$ cat src/rtl/control_sequencer_if.sv
// Strobe bundle between the hardwired control sequencer
// and the 32-bit bus datapath it steers.
interface control_sequencer_if #(
  parameter int OPC_W = 5
);
  logic             Stop;
  logic [OPC_W-1:0] IR_opcode;

  logic PCout, PCin, IncPC, MARin;
  logic MDRin, MDRout, IRin, Read;

  logic Yin, Zin, Zlowout, HIout, LOout;
  logic Gra, Grb, Grc, Rin, Rout;

  logic Write, Zhighout, HIin, LOin, BAout;
  logic Cout, Inportin, Inportout;
  logic Outportin, CONin;

  logic [OPC_W-1:0] opcode;
  logic             Run;
  logic             Instr_done;

  modport master (
    input  Stop, IR_opcode,
    output PCout, PCin, IncPC, MARin,
    output MDRin, MDRout, IRin, Read,
    output Yin, Zin, Zlowout, HIout, LOout,
    output Gra, Grb, Grc, Rin, Rout,
    output Write, Zhighout, HIin, LOin, BAout,
    output Cout, Inportin, Inportout,
    output Outportin, CONin,
    output opcode, Run, Instr_done
  );

  modport slave (
    output Stop, IR_opcode,
    input  PCout, PCin, IncPC, MARin,
    input  MDRin, MDRout, IRin, Read,
    input  Yin, Zin, Zlowout, HIout, LOout,
    input  Gra, Grb, Grc, Rin, Rout,
    input  Write, Zhighout, HIin, LOin, BAout,
    input  Cout, Inportin, Inportout,
    input  Outportin, CONin,
    input  opcode, Run, Instr_done
  );
endinterface

$ cat src/rtl/control_sequencer.sv
// Hardwired Moore control unit: fetch T0-T2, execute T3-T5,
// strobes decoded from the T-state and IR opcode.
module control_sequencer #(
  parameter int               OPC_W    = 5,
  parameter logic [OPC_W-1:0] ALU_MAX  = 5'h08,
  parameter logic [OPC_W-1:0] MFHI_OPC = 5'h17,
  parameter logic [OPC_W-1:0] MFLO_OPC = 5'h18,
  parameter logic [OPC_W-1:0] NOP_OPC  = 5'h19,
  parameter logic [OPC_W-1:0] HALT_OPC = 5'h1A
) (
  input logic                 Clock,
  input logic                 clear,
  control_sequencer_if.master bus
);

  typedef enum logic [2:0] {
    RST,
    T0,
    T1,
    T2,
    T3,
    T4,
    T5,
    HALTED
  } state_t;

  state_t state;

  logic is_alu;
  logic is_mfhi;
  logic is_mflo;
  logic is_nop;
  logic is_halt;

  logic pc_out, pc_in, inc_pc, mar_in;
  logic mdr_in, mdr_out, ir_in, rd;
  logic y_in, z_in, zlow_out;
  logic hi_out, lo_out;
  logic gra, grb, grc, r_in, r_out;
  logic [OPC_W-1:0] alu_opc;
  logic run;
  logic done;

  assign is_alu  = bus.IR_opcode <= ALU_MAX;
  assign is_mfhi = bus.IR_opcode == MFHI_OPC;
  assign is_mflo = bus.IR_opcode == MFLO_OPC;
  assign is_nop  = bus.IR_opcode == NOP_OPC;
  assign is_halt = bus.IR_opcode == HALT_OPC;

  // Stop only matters on the instruction-end cycle.
  always_ff @(posedge Clock or negedge clear) begin
    if (!clear) begin
      state <= RST;
    end else begin
      unique case (state)
        RST: state <= T0;
        T0:  state <= T1;
        T1:  state <= T2;
        T2:  state <= T3;
        T3: begin
          if (is_alu)
            state <= T4;
          else if (is_halt || bus.Stop)
            state <= HALTED;
          else
            state <= T0;
        end
        T4:  state <= T5;
        T5:  state <= bus.Stop ? HALTED : T0;
        HALTED: state <= HALTED;
        default: state <= RST;
      endcase
    end
  end

  always_comb begin
    pc_out   = 1'b0;
    pc_in    = 1'b0;
    inc_pc   = 1'b0;
    mar_in   = 1'b0;
    mdr_in   = 1'b0;
    mdr_out  = 1'b0;
    ir_in    = 1'b0;
    rd       = 1'b0;
    y_in     = 1'b0;
    z_in     = 1'b0;
    zlow_out = 1'b0;
    hi_out   = 1'b0;
    lo_out   = 1'b0;
    gra      = 1'b0;
    grb      = 1'b0;
    grc      = 1'b0;
    r_in     = 1'b0;
    r_out    = 1'b0;
    alu_opc  = '0;
    done     = 1'b0;
    unique case (state)
      T0: begin
        pc_out = 1'b1;
        mar_in = 1'b1;
        inc_pc = 1'b1;
        z_in   = 1'b1;
      end
      T1: begin
        zlow_out = 1'b1;
        pc_in    = 1'b1;
        rd       = 1'b1;
        mdr_in   = 1'b1;
      end
      T2: begin
        mdr_out = 1'b1;
        ir_in   = 1'b1;
      end
      T3: begin
        unique case (1'b1)
          is_alu: begin
            grb   = 1'b1;
            r_out = 1'b1;
            y_in  = 1'b1;
          end
          is_mfhi: begin
            gra    = 1'b1;
            r_in   = 1'b1;
            hi_out = 1'b1;
            done   = 1'b1;
          end
          is_mflo: begin
            gra    = 1'b1;
            r_in   = 1'b1;
            lo_out = 1'b1;
            done   = 1'b1;
          end
          // nop, halt and unlisted opcodes just retire
          default: done = 1'b1;
        endcase
      end
      T4: begin
        grc     = 1'b1;
        r_out   = 1'b1;
        z_in    = 1'b1;
        alu_opc = bus.IR_opcode;
      end
      T5: begin
        zlow_out = 1'b1;
        gra      = 1'b1;
        r_in     = 1'b1;
        done     = 1'b1;
      end
      default: ;
    endcase
  end

  assign run = (state != RST) && (state != HALTED);

  assign bus.PCout   = pc_out;
  assign bus.PCin    = pc_in;
  assign bus.IncPC   = inc_pc;
  assign bus.MARin   = mar_in;
  assign bus.MDRin   = mdr_in;
  assign bus.MDRout  = mdr_out;
  assign bus.IRin    = ir_in;
  assign bus.Read    = rd;

  assign bus.Yin     = y_in;
  assign bus.Zin     = z_in;
  assign bus.Zlowout = zlow_out;
  assign bus.HIout   = hi_out;
  assign bus.LOout   = lo_out;
  assign bus.Gra     = gra;
  assign bus.Grb     = grb;
  assign bus.Grc     = grc;
  assign bus.Rin     = r_in;
  assign bus.Rout    = r_out;

  assign bus.Write     = 1'b0;
  assign bus.Zhighout  = 1'b0;
  assign bus.HIin      = 1'b0;
  assign bus.LOin      = 1'b0;
  assign bus.BAout     = 1'b0;
  assign bus.Cout      = 1'b0;
  assign bus.Inportin  = 1'b0;
  assign bus.Inportout = 1'b0;
  assign bus.Outportin = 1'b0;
  assign bus.CONin     = 1'b0;

  assign bus.opcode     = alu_opc;
  assign bus.Run        = run;
  assign bus.Instr_done = done;

  logic unused_nop;
  assign unused_nop = is_nop;

endmodule

$ cat src/flat_wrapper.sv
// flat-port wrapper written by rule: the top's interface ports become plain ports
module control_sequencer_flat 
#(
  parameter int               OPC_W    = 5,
  parameter logic [OPC_W-1:0] ALU_MAX  = 5'h08,
  parameter logic [OPC_W-1:0] MFHI_OPC = 5'h17,
  parameter logic [OPC_W-1:0] MFLO_OPC = 5'h18,
  parameter logic [OPC_W-1:0] NOP_OPC  = 5'h19,
  parameter logic [OPC_W-1:0] HALT_OPC = 5'h1A
)
  (Clock, clear, bus_Stop, bus_IR_opcode, bus_PCout, bus_PCin, bus_IncPC, bus_MARin, bus_MDRin, bus_MDRout, bus_IRin, bus_Read, bus_Yin, bus_Zin, bus_Zlowout, bus_HIout, bus_LOout, bus_Gra, bus_Grb, bus_Grc, bus_Rin, bus_Rout, bus_Write, bus_Zhighout, bus_HIin, bus_LOin, bus_BAout, bus_Cout, bus_Inportin, bus_Inportout, bus_Outportin, bus_CONin, bus_opcode, bus_Run, bus_Instr_done);
  control_sequencer_if #(.OPC_W(OPC_W)) bus_i ();
  input logic Clock;
  input logic clear;
  input wire logic [$bits(bus_i.Stop)-1:0] bus_Stop;
  input wire logic [$bits(bus_i.IR_opcode)-1:0] bus_IR_opcode;
  output wire logic [$bits(bus_i.PCout)-1:0] bus_PCout;
  output wire logic [$bits(bus_i.PCin)-1:0] bus_PCin;
  output wire logic [$bits(bus_i.IncPC)-1:0] bus_IncPC;
  output wire logic [$bits(bus_i.MARin)-1:0] bus_MARin;
  output wire logic [$bits(bus_i.MDRin)-1:0] bus_MDRin;
  output wire logic [$bits(bus_i.MDRout)-1:0] bus_MDRout;
  output wire logic [$bits(bus_i.IRin)-1:0] bus_IRin;
  output wire logic [$bits(bus_i.Read)-1:0] bus_Read;
  output wire logic [$bits(bus_i.Yin)-1:0] bus_Yin;
  output wire logic [$bits(bus_i.Zin)-1:0] bus_Zin;
  output wire logic [$bits(bus_i.Zlowout)-1:0] bus_Zlowout;
  output wire logic [$bits(bus_i.HIout)-1:0] bus_HIout;
  output wire logic [$bits(bus_i.LOout)-1:0] bus_LOout;
  output wire logic [$bits(bus_i.Gra)-1:0] bus_Gra;
  output wire logic [$bits(bus_i.Grb)-1:0] bus_Grb;
  output wire logic [$bits(bus_i.Grc)-1:0] bus_Grc;
  output wire logic [$bits(bus_i.Rin)-1:0] bus_Rin;
  output wire logic [$bits(bus_i.Rout)-1:0] bus_Rout;
  output wire logic [$bits(bus_i.Write)-1:0] bus_Write;
  output wire logic [$bits(bus_i.Zhighout)-1:0] bus_Zhighout;
  output wire logic [$bits(bus_i.HIin)-1:0] bus_HIin;
  output wire logic [$bits(bus_i.LOin)-1:0] bus_LOin;
  output wire logic [$bits(bus_i.BAout)-1:0] bus_BAout;
  output wire logic [$bits(bus_i.Cout)-1:0] bus_Cout;
  output wire logic [$bits(bus_i.Inportin)-1:0] bus_Inportin;
  output wire logic [$bits(bus_i.Inportout)-1:0] bus_Inportout;
  output wire logic [$bits(bus_i.Outportin)-1:0] bus_Outportin;
  output wire logic [$bits(bus_i.CONin)-1:0] bus_CONin;
  output wire logic [$bits(bus_i.opcode)-1:0] bus_opcode;
  output wire logic [$bits(bus_i.Run)-1:0] bus_Run;
  output wire logic [$bits(bus_i.Instr_done)-1:0] bus_Instr_done;
  assign bus_i.Stop = bus_Stop;
  assign bus_i.IR_opcode = bus_IR_opcode;
  assign bus_PCout = bus_i.PCout;
  assign bus_PCin = bus_i.PCin;
  assign bus_IncPC = bus_i.IncPC;
  assign bus_MARin = bus_i.MARin;
  assign bus_MDRin = bus_i.MDRin;
  assign bus_MDRout = bus_i.MDRout;
  assign bus_IRin = bus_i.IRin;
  assign bus_Read = bus_i.Read;
  assign bus_Yin = bus_i.Yin;
  assign bus_Zin = bus_i.Zin;
  assign bus_Zlowout = bus_i.Zlowout;
  assign bus_HIout = bus_i.HIout;
  assign bus_LOout = bus_i.LOout;
  assign bus_Gra = bus_i.Gra;
  assign bus_Grb = bus_i.Grb;
  assign bus_Grc = bus_i.Grc;
  assign bus_Rin = bus_i.Rin;
  assign bus_Rout = bus_i.Rout;
  assign bus_Write = bus_i.Write;
  assign bus_Zhighout = bus_i.Zhighout;
  assign bus_HIin = bus_i.HIin;
  assign bus_LOin = bus_i.LOin;
  assign bus_BAout = bus_i.BAout;
  assign bus_Cout = bus_i.Cout;
  assign bus_Inportin = bus_i.Inportin;
  assign bus_Inportout = bus_i.Inportout;
  assign bus_Outportin = bus_i.Outportin;
  assign bus_CONin = bus_i.CONin;
  assign bus_opcode = bus_i.opcode;
  assign bus_Run = bus_i.Run;
  assign bus_Instr_done = bus_i.Instr_done;
  control_sequencer #(.OPC_W(OPC_W), .ALU_MAX(ALU_MAX), .MFHI_OPC(MFHI_OPC), .MFLO_OPC(MFLO_OPC), .NOP_OPC(NOP_OPC), .HALT_OPC(HALT_OPC)) u_core (.Clock(Clock), .clear(clear), .bus(bus_i));
endmodule
$ cat config.mk
export PLATFORM = sky130hd
export DESIGN_NAME = control_sequencer_flat
export DESIGN_NICKNAME = d
export VERILOG_FILES = /design/src/rtl/control_sequencer_if.sv /design/src/rtl/control_sequencer.sv /design/src/flat_wrapper.sv
export SDC_FILE = /design/constraint.sdc
export NUM_CORES = 1
export LEC_CHECK = 0
export CORE_MARGIN = 3
export CORE_UTILIZATION = 32
export DETAILED_ROUTE_END_ITERATION = 7
export GPL_TIMING_DRIVEN = 0
export PLACE_DENSITY = 0.91
export SETUP_SLACK_MARGIN = 0.4
export SYNTH_ARGS = -nofsm -noshare
export SYNTH_HDL_FRONTEND = slang
export SYNTH_SLANG_ARGS = --single-unit
$ cat constraint.sdc
create_clock -name Clock -period 2.3 [get_ports Clock]
set_clock_uncertainty 0.05 [all_clocks]
set_input_delay 0.46 -clock Clock [delete_from_list [all_inputs] [get_ports Clock]]
set_output_delay 0.46 -clock Clock [all_outputs]
set_load 0.01 [all_outputs]
# Word-level counts from Yosys, hierarchy flattened
# Cells that the tools add are included.
word_totals:
  input_bits: 8
  reg_bits: 3
  word_cells: 42
  output_inout_bits: 35
classes:
  reduce_logical: 7
  n_eq_ne: 11
  mux: 22
  magnitude_cmp: 1
ops:
  columns: ["operator", "n"]
  rows:
  - ["one-hot mux 3 bit (8 select lines)", 1]
  - ["equality test 5 bit (second input constant)", 3]
  - ["two-way mux 1 bit", 14]
  - ["equality test 3 bit (second input constant)", 4]
  - ["two-way mux 3 bit", 3]
  - ["equality test 3 x 2 -> 1 bit (second input constant)", 2]
  - ["one-hot mux 1 bit (2 select lines)", 3]
  - ["OR reduction 2 bit", 3]
  - ["less-or-equal comparator 5 x 4 -> 1 bit (second input constant)", 1]
  - ["two-way mux 5 bit", 1]
  - ["equality test 3 x 1 -> 1 bit (second input constant)", 1]
  - ["zero test 3 bit", 1]
  - ["inequality test 3 bit (second input constant)", 1]
  - ["nonzero test 3 bit", 1]
  - ["logical AND 1 bit", 1]
  - ["logical OR 1 bit", 1]

# Depth between registers and ports, before layout
# Gate-level depths: netlist of run 1.
logic_depth:
  depth_word: 5
  mapped_depth: 4
  ltp_nobuf: 3

# Least setup slack after synthesis of run 1
# OpenSTA, ideal clock, no wires.
synth_path:
  path_type: "input to output"
  startpoint: "input bus_IR_opcode[2]"
  endpoint: "output bus_Yin"
  t_arrival_ns: 1.421
  slack_ns: 0.369
  cell_stages: 4
  path_buffers: 1
  t_required_ns: 1.790
  cell_sequence: "o31a_1 or2_1 nor3_2 buf_4"
synth_via:
  elab_chain_cells: 3
synth_rtl:
  columns: ["element", "line_no", "source"]
  rows:
  - ["from (decl)", "flat_wrapper.sv:16", "input wire logic [$bits(bus_i.IR_opcode)-1:0] bus_IR_opcode;"]
  - ["less-or-equal comparator 5 x 4 -> 1 bit", "control_sequencer.sv:44", "assign is_alu = bus.IR_opcode <= ALU_MAX;"]
  - ["two-way mux 1 bit (2 in series)", null, null]
  - ["to (decl)", "flat_wrapper.sv:25", "output wire logic [$bits(bus_i.Yin)-1:0] bus_Yin;"]
# No other way between the ends.

# Worst setup path after layout of run 1
layout_path:
  startpoint: "input bus_IR_opcode[0]"
  endpoint: "output bus_Yin"
layout_via:
  elab_chain_cells: 3
layout_rtl:
  columns: ["element", "line_no", "source"]
  rows:
  - ["less-or-equal comparator 5 x 4 -> 1 bit", "control_sequencer.sv:44", null]
  - ["two-way mux 1 bit", "control_sequencer.sv:115", "unique case (1'b1)"]
  - ["two-way mux 1 bit", "control_sequencer.sv:97", "unique case (state)"]
# No other way between the ends.

==> impl_results.md, run 1 <==
* Status: finished, final reports clean
* Switching pwr at 503 uW
* HP Class: primary input to asynchronous set/reset pin
* Register with the most flip-flops: u_core.state
* Largest net degree at the start of global routing at 11
* Met1 Use GR at 0.259
* Pre-antenna DRT Iters at 4
* Vias in the first global route at 683
* Clk_lat worst skew at 0.25 ns
* Final Max Slew Viols at 0
* Post-synth ARST share at 1.00
* Crit path required time at 1.79 ns
* First-pass GRT wire length at 3.33 mm
* Distinct cells, synth at 26
* TritonCTS clock tree: yes
* Synth area leader: buf_4
* Pwr Density at 1010 mW/mm^2
* Port bufs at 32
* Most frequent CP cell: buf_6
* Yosys warns at 0
* Global route total overflow at 0
* Site Rows at 13
* Largest register FFs at 3
* Antenna violations before repair at 0
* Average wire per standard cell at 15.3 um
* Placer Congestion at 0.748
* CP top delay family: simple AND/OR/NAND/NOR gates
* FF-to-FF path depth at 8
* Die area at 0.00195 sq mm
* Core Area at 0.00133 sq mm
* Top FF cell, synth: dfrtp_1
* WHS at 0.342 ns
* IO Pins at 43
* Comb power frac at 0.819
* ANT cells at 0
* Clock power frac at 0.090
* Mapped Cells at 63
* Met3 Track Usage GR at 0.0610
* Int Pwr at 622 uW
* CTS root buf: clkbuf_4
* Net Sw Frac at 0.447
* Max clock buf depth at 2
* Crit path launch: bus_IR_opcode[0]
* Width of the die at 44.1 um
* Area growth from synthesis to layout at 140%
* Min cycle time layout at 2.04 ns
* Final core occ at 0.837
* Critical path type: primary input to primary output
* Fin crit share at 0.885
* Fillers at 87
* Clock sinks at 3
* Clock transition at path regs at 0.04 ns
* Post-Syn Area at 465 sq um
* Top flop regs: u_core.state x3
* Seq pwr share at 0.091
* Synth top area share at 0.274
* Hpwl dp at 1.06 mm
* Crit start category: primary input
* Via count at 721
* Routing usage on met2 at 0.407
* Crit end category: primary output
* Gr busiest metal: met2
* Top cells by area, synth: buf_4, dfrtp_1, and3_1
* CTS buffer count at 3
* Crit-path max FO at 5
* Worst EP arrival at 1.53 ns
* Max-cap violations at 0
* Crit-path cells: buf_8, o31a_1, or2_4, nor3_4, buf_6, buf_6
* H-tree depth at 1
* VDD IR-drop max at 0.591 mV
* P_leak at 0.000622 uW
* Final setup viols at 0
* Count leader, synth: buf_4
* Tot Pwr at 1120 uW
* Drc violations at 0
* RSZ-0062 raised after global routing: yes
* Die span in y at 44.1 um
* Max stage delay on crit path at 0.33 ns
* Crit path buffers/inverters at 3
* Fmax at 491 MHz
* Share of layout cells above drive strength 1 at 0.664
* Number of flops mapped to enable cells by yosys at 0
* Setup TNS at 0 ns
* Initial Utilization at 0.349
* Worst path slowest cell: o31a_1
* Post-route ant nets at 0
* Mapped Avg Cell Area at 7.39 sq um
* Crit. path cell count at 6
* DRT iter0 DRCs at 10
* Fin nets at 140
* Sequential fraction of the synthesis area at 0.161
* Total global-route track usage at 0.235
* Hold_buf cts at 0
* Total wire length at 2.24 mm
* Synthesis-stage register bit count at 3
* Vias/cell at 4.94
* Critical R2R Launch: u_core.state[0]
* Endpoints failing hold at 0
* Post-synth top cells: buf_4, and3_1, nor3_1
## layout by cell type (no fill, tap or decap), drive strengths merged
cell	count
dfrtp	3
o31a	1
and4bb	1
nand2b	1
or2	1
a21oi	2
clkbuf	7
and2	1
and4b	3
nor3	6
conb	10
nor2	4
and3	6
clkdlybuf4s15	1
nand2	4
o21ai	3
nor4b	1
o211ai	1
dlygate4sd2	7
a2bb2oi	1
buf	61
clkinv	1
a311oi	2
clkinvlp	1
clkdlybuf4s50	2
## path summary, 6_finish.rpt
check                                  end  slack (ns)
setup / recovery                   bus_Yin        0.26
hold / removal             u_core.state[2]        0.34
setup reg to reg           u_core.state[1]        0.66
hold reg to reg            u_core.state[0]        0.61
max in group asynchronous  u_core.state[0]        1.70
min in group Clock         u_core.state[2]        0.58
## logic make-up after synthesis
family,share of synthesized area
AND/OR/NAND/NOR,0.376
buffers and inverters,0.309
AO/OA/AOI/OAI,0.145
flip-flops,0.161
other,0.00806
## per-layer routing
| metal | vias to the layer above | share of wire |
|---|---|---|
| met2 | 40 | 0.52 |
| li1 | 339 | - |
| met5 | - | 0 |
| met4 | 0 | 0.026 |
| met3 | 6 | 0.082 |
| met1 | 336 | 0.38 |
## area by class of cell
cell class                 instances  area [sq um]  share of cell area
timing repair buffer              55           440               0.395
multi-input combinational         48           373               0.334
buffer                            19           156               0.140
sequential                         3          77.6              0.0695
clock buffer                       4          26.3              0.0235
inverter                           2          23.8              0.0213
tap                               15          18.8              0.0168
## stage by stage
| step | worst slack [ns] | area, sq um | cells |
|---|---|---|---|
| final | 0.265 | 1120 | 146 |
| after global routing | 0.213 | 1120 | 146 |
| after CTS | 0.274 | 1090 | 144 |
| after detailed placement | -0.641 | 848 | 119 |
| after global placement | -0.601 | 848 | 119 |
| after floorplan | 0.384 | 509 | 72 |
## power groups by stage
| stage | combinational [uW] | clock (uW) | sequential [uW] |
|---|---|---|---|
| finish | 921 | 102 | 102 |
| floorplan | 304 | 0 | 92.4 |
| CTS | 837 | 103 | 98.3 |
| global route | 976 | 112 | 104 |
| detailed placement | 576 | 0 | 99.2 |
| global placement | 565 | 0 | 97.1 |
## what timing repair did
action	in CTS	in global routing
hold endpoints to repair	0	0
pin swaps	11	5
setup buffers	21	2
endpoints found under the setup margin	25	19
resized for setup	121	20
## worst register-to-register path: cells and delay by family, from the launching register on
| family | cells | cell delay (ns) |
|---|---|---|
| buf+inv | 6 | 0.67 |
| flops | 1 | 0.44 |
| compound gates | 1 | 0.31 |
| simple gates | 1 | 0.04 |
Power figures use the tool's default switching activity.
==> run 2: changes to the inputs <==
--- a/config.mk
+++ b/config.mk
@@ -6,10 +6,10 @@
 export NUM_CORES = 1
 export LEC_CHECK = 0
 export CORE_MARGIN = 3
-export CORE_UTILIZATION = 32
+export CORE_UTILIZATION = 27
 export DETAILED_ROUTE_END_ITERATION = 7
 export GPL_TIMING_DRIVEN = 0
-export PLACE_DENSITY = 0.91
+export PLACE_DENSITY = 0.82
 export SETUP_SLACK_MARGIN = 0.4
 export SYNTH_ARGS = -nofsm -noshare
 export SYNTH_HDL_FRONTEND = slang
==> constraint.sdc (replaced) <==
create_clock -name Clock -period 1.6 [get_ports Clock]
set_clock_uncertainty 0.05 [all_clocks]
set_input_delay 0.32 -clock Clock [delete_from_list [all_inputs] [get_ports Clock]]
set_output_delay 0.32 -clock Clock [all_outputs]
set_load 0.01 [all_outputs]
==> impl_results.md, run 2 (synthesis gave the netlist of run 1 again) <==
* DRT iter0 DRCs at 4 (-6)
* Core Area at 0.00156 sq mm (+17%)
* Critical path type: primary input to primary output
* Hpwl dp at 1.17 mm (+10%)
* Site Rows at 14 (+1)
* Crit path required time at 1.23 ns (-0.56 ns)
* Final Max Slew Viols at 0 (unchanged)
* Comb power frac at 0.857 (+0.038)
* Endpoints failing hold at 0 (unchanged)
* HP Class: primary input to asynchronous set/reset pin
* Critical R2R Launch: u_core.state[1]
* Clock sinks at 3 (unchanged)
* Hold_buf cts at 0 (unchanged)
* Share of layout cells above drive strength 1 at 0.819 (+0.155)
* Net Sw Frac at 0.407 (-0.0400)
* P_leak at 0.000707 uW (+14%)
* H-tree depth at 1 (unchanged)
* R2R Path End: u_core.state[1]
* Vias in the first global route at 708 (+3.7%)
* Crit end category: primary output
* Min cycle time layout at 1.78 ns
* Tot Pwr at 2030 uW (+81%)
* FF-to-FF path depth at 7 (-1)
* Placed cells at 120 (+0.84%)
* Int Pwr at 1200 uW (+94%)
* Final setup viols at 22 (+22)
* Pre-antenna DRT Iters at 2 (-2)
* Max clock buf depth at 2 (unchanged)
* Clk_lat worst skew at 0.24 ns (about the same)
* Worst path slowest cell: o31a_1
* CTS root buf: clkbuf_4
* Most frequent CP cell: buf_6
* Final std cells w/o fill at 154 (+5.5%)
* Top flop regs: u_core.state x3
* Width of the die at 47.5 um (+7.7%)
* Antenna violations before repair at 0 (unchanged)
* Crit-path max FO at 3 (-2)
* Crit start category: primary input
* Status: complete, but fails checks
* Clock power frac at 0.068 (-0.022)
* Crit-path cells: buf_8, o31a_1, or2_4, nor3_4, buf_6, buf_6
* Die area at 0.00226 sq mm (+16%)
* Total global-route track usage at 0.196 (-0.0389)
* Max stage delay on crit path at 0.31 ns (-0.02 ns)
* Fin crit share at 1.11
* Area growth from synthesis to layout at 201%
* Area after DPL at 0.00102 sq mm (+20%)
* Port bufs at 32 (unchanged)
* Seq pwr share at 0.075 (-0.016)
* Via count at 720 (-0.14%)
* Switching pwr at 827 uW (+64%)
* Setup TNS at -1.27 ns (-1.27 ns)
* Die span in y at 47.5 um (+7.7%)
* Violated checks: negative setup slack
* Register with the most flip-flops: u_core.state
* CTS buffer count at 3 (unchanged)
* Flop-to-flop setup slack at 0.21 ns (-0.45 ns)
* ANT cells at 0 (unchanged)
* Drc violations at 0 (unchanged)
* Fmax at 563 MHz
* Total wire length at 2.22 mm (-0.49%)
* Finished Cell Area at 0.00140 sq mm (+25%)
* Average wire per standard cell at 14.4 um (-5.7%)
* Worst EP arrival at 1.41 ns (-0.12 ns)
* RSZ-0062 raised after global routing: yes
* VDD IR-drop max at 1.13 mV (+91%)
* Placer Congestion at 0.737 (-1.4%)
* First-pass GRT wire length at 3.05 mm (-8.5%)
* TritonCTS clock tree: yes
* Vias/cell at 4.68 (-5.3%)
* Final setup margin at -0.177 ns (-0.442 ns)
* Max-cap violations at 0 (unchanged)
* Commonest non-fill, non-tap cell in the layout: buf_6
* IO Pins at 43 (unchanged)
* Post-route ant nets at 0 (unchanged)
* Fin nets at 147 (+5.0%)
* Initial Utilization at 0.299 (-0.0504)
* Clock transition at path regs at 0.04 ns (about the same)
* Largest register FFs at 3 (unchanged)
* Global route total overflow at 0 (unchanged)
* Largest net degree at the start of global routing at 10 (-1)
* Pwr Density at 1450 mW/mm^2 (+44%)
* Commonest cells after routing, fill and taps aside: buf_6, buf_4, conb_1, buf_2
-- run 2: layout make-up --
class | count | area, sq um
plain buffers | 19 | 184
fillers | 72 | 160
flip-flops and latches | 3 | 77.6
clock buffers | 4 | 26.3
multi-input cells | 48 | 457
well taps | 16 | 20.0
inverters | 2 | 22.5
repair buffers | 62 | 612
-- run 2: how the worst max path moves through the flow --
stage	startpoint	to	slack, ns	cells after the start
2_1_floorplan	bus_IR_opcode[2]	bus_Yin	-0.03	4
6_report	bus_IR_opcode[0]	bus_Yin	-0.18	6
4_1_cts	bus_IR_opcode[0]	bus_Yin	-0.16	6
3_5_place_dp	bus_IR_opcode[1]	bus_Yin	-1.09	6
3_3_place_gp	bus_IR_opcode[1]	bus_Yin	-1.08	6
5_1_grt	bus_IR_opcode[0]	bus_Yin	-0.22	6
-- run 2: power by group through the flow --
| stage | clock network, uW | registers (uW) | logic [uW] |
|---|---|---|---|
| 3_3_place_gp | 0 | 168 | 1070 |
| 6_report | 139 | 152 | 1740 |
| 4_1_cts | 141 | 147 | 1490 |
| 5_1_grt | 156 | 155 | 1840 |
| 3_5_place_dp | 0 | 172 | 1080 |
| 2_1_floorplan | 0 | 160 | 680 |
-- run 2: repair_timing --
item | in CTS | in global routing
endpoints found under the setup margin | 27 | 27
pin swaps | 20 | 13
resized for setup | 158 | 19
setup buffers | 25 | 5
-- run 2: layer usage --
metal	vias up	routed length (um)	GRT usage
met3	4	98	0.0150
li1	348	-	-
met1	338	809	0.193
met5	-	0	0
met4	0	36	0.105
met2	30	1280	0.393
-- run 2: per-stage QoR --
| stage | setup slack (ns) | hold WS [ns] | util |
|---|---|---|---|
| after floorplan | -0.0307 | -0.0256 | - |
| after global routing | -0.220 | 0.213 | 0.897 |
| after global placement | -1.08 | 0.462 | 0.654 |
| final | -0.177 | 0.214 | 0.897 |
| after detailed placement | -1.09 | 0.460 | 0.654 |
| after CTS | -0.156 | 0.206 | 0.831 |
-- run 2: worst max-delay path, delay by kind of cell --
kind	cells	cell delay, ns
compound gates	1	0.31
buf+inv	3	0.30
simple gates	2	0.47
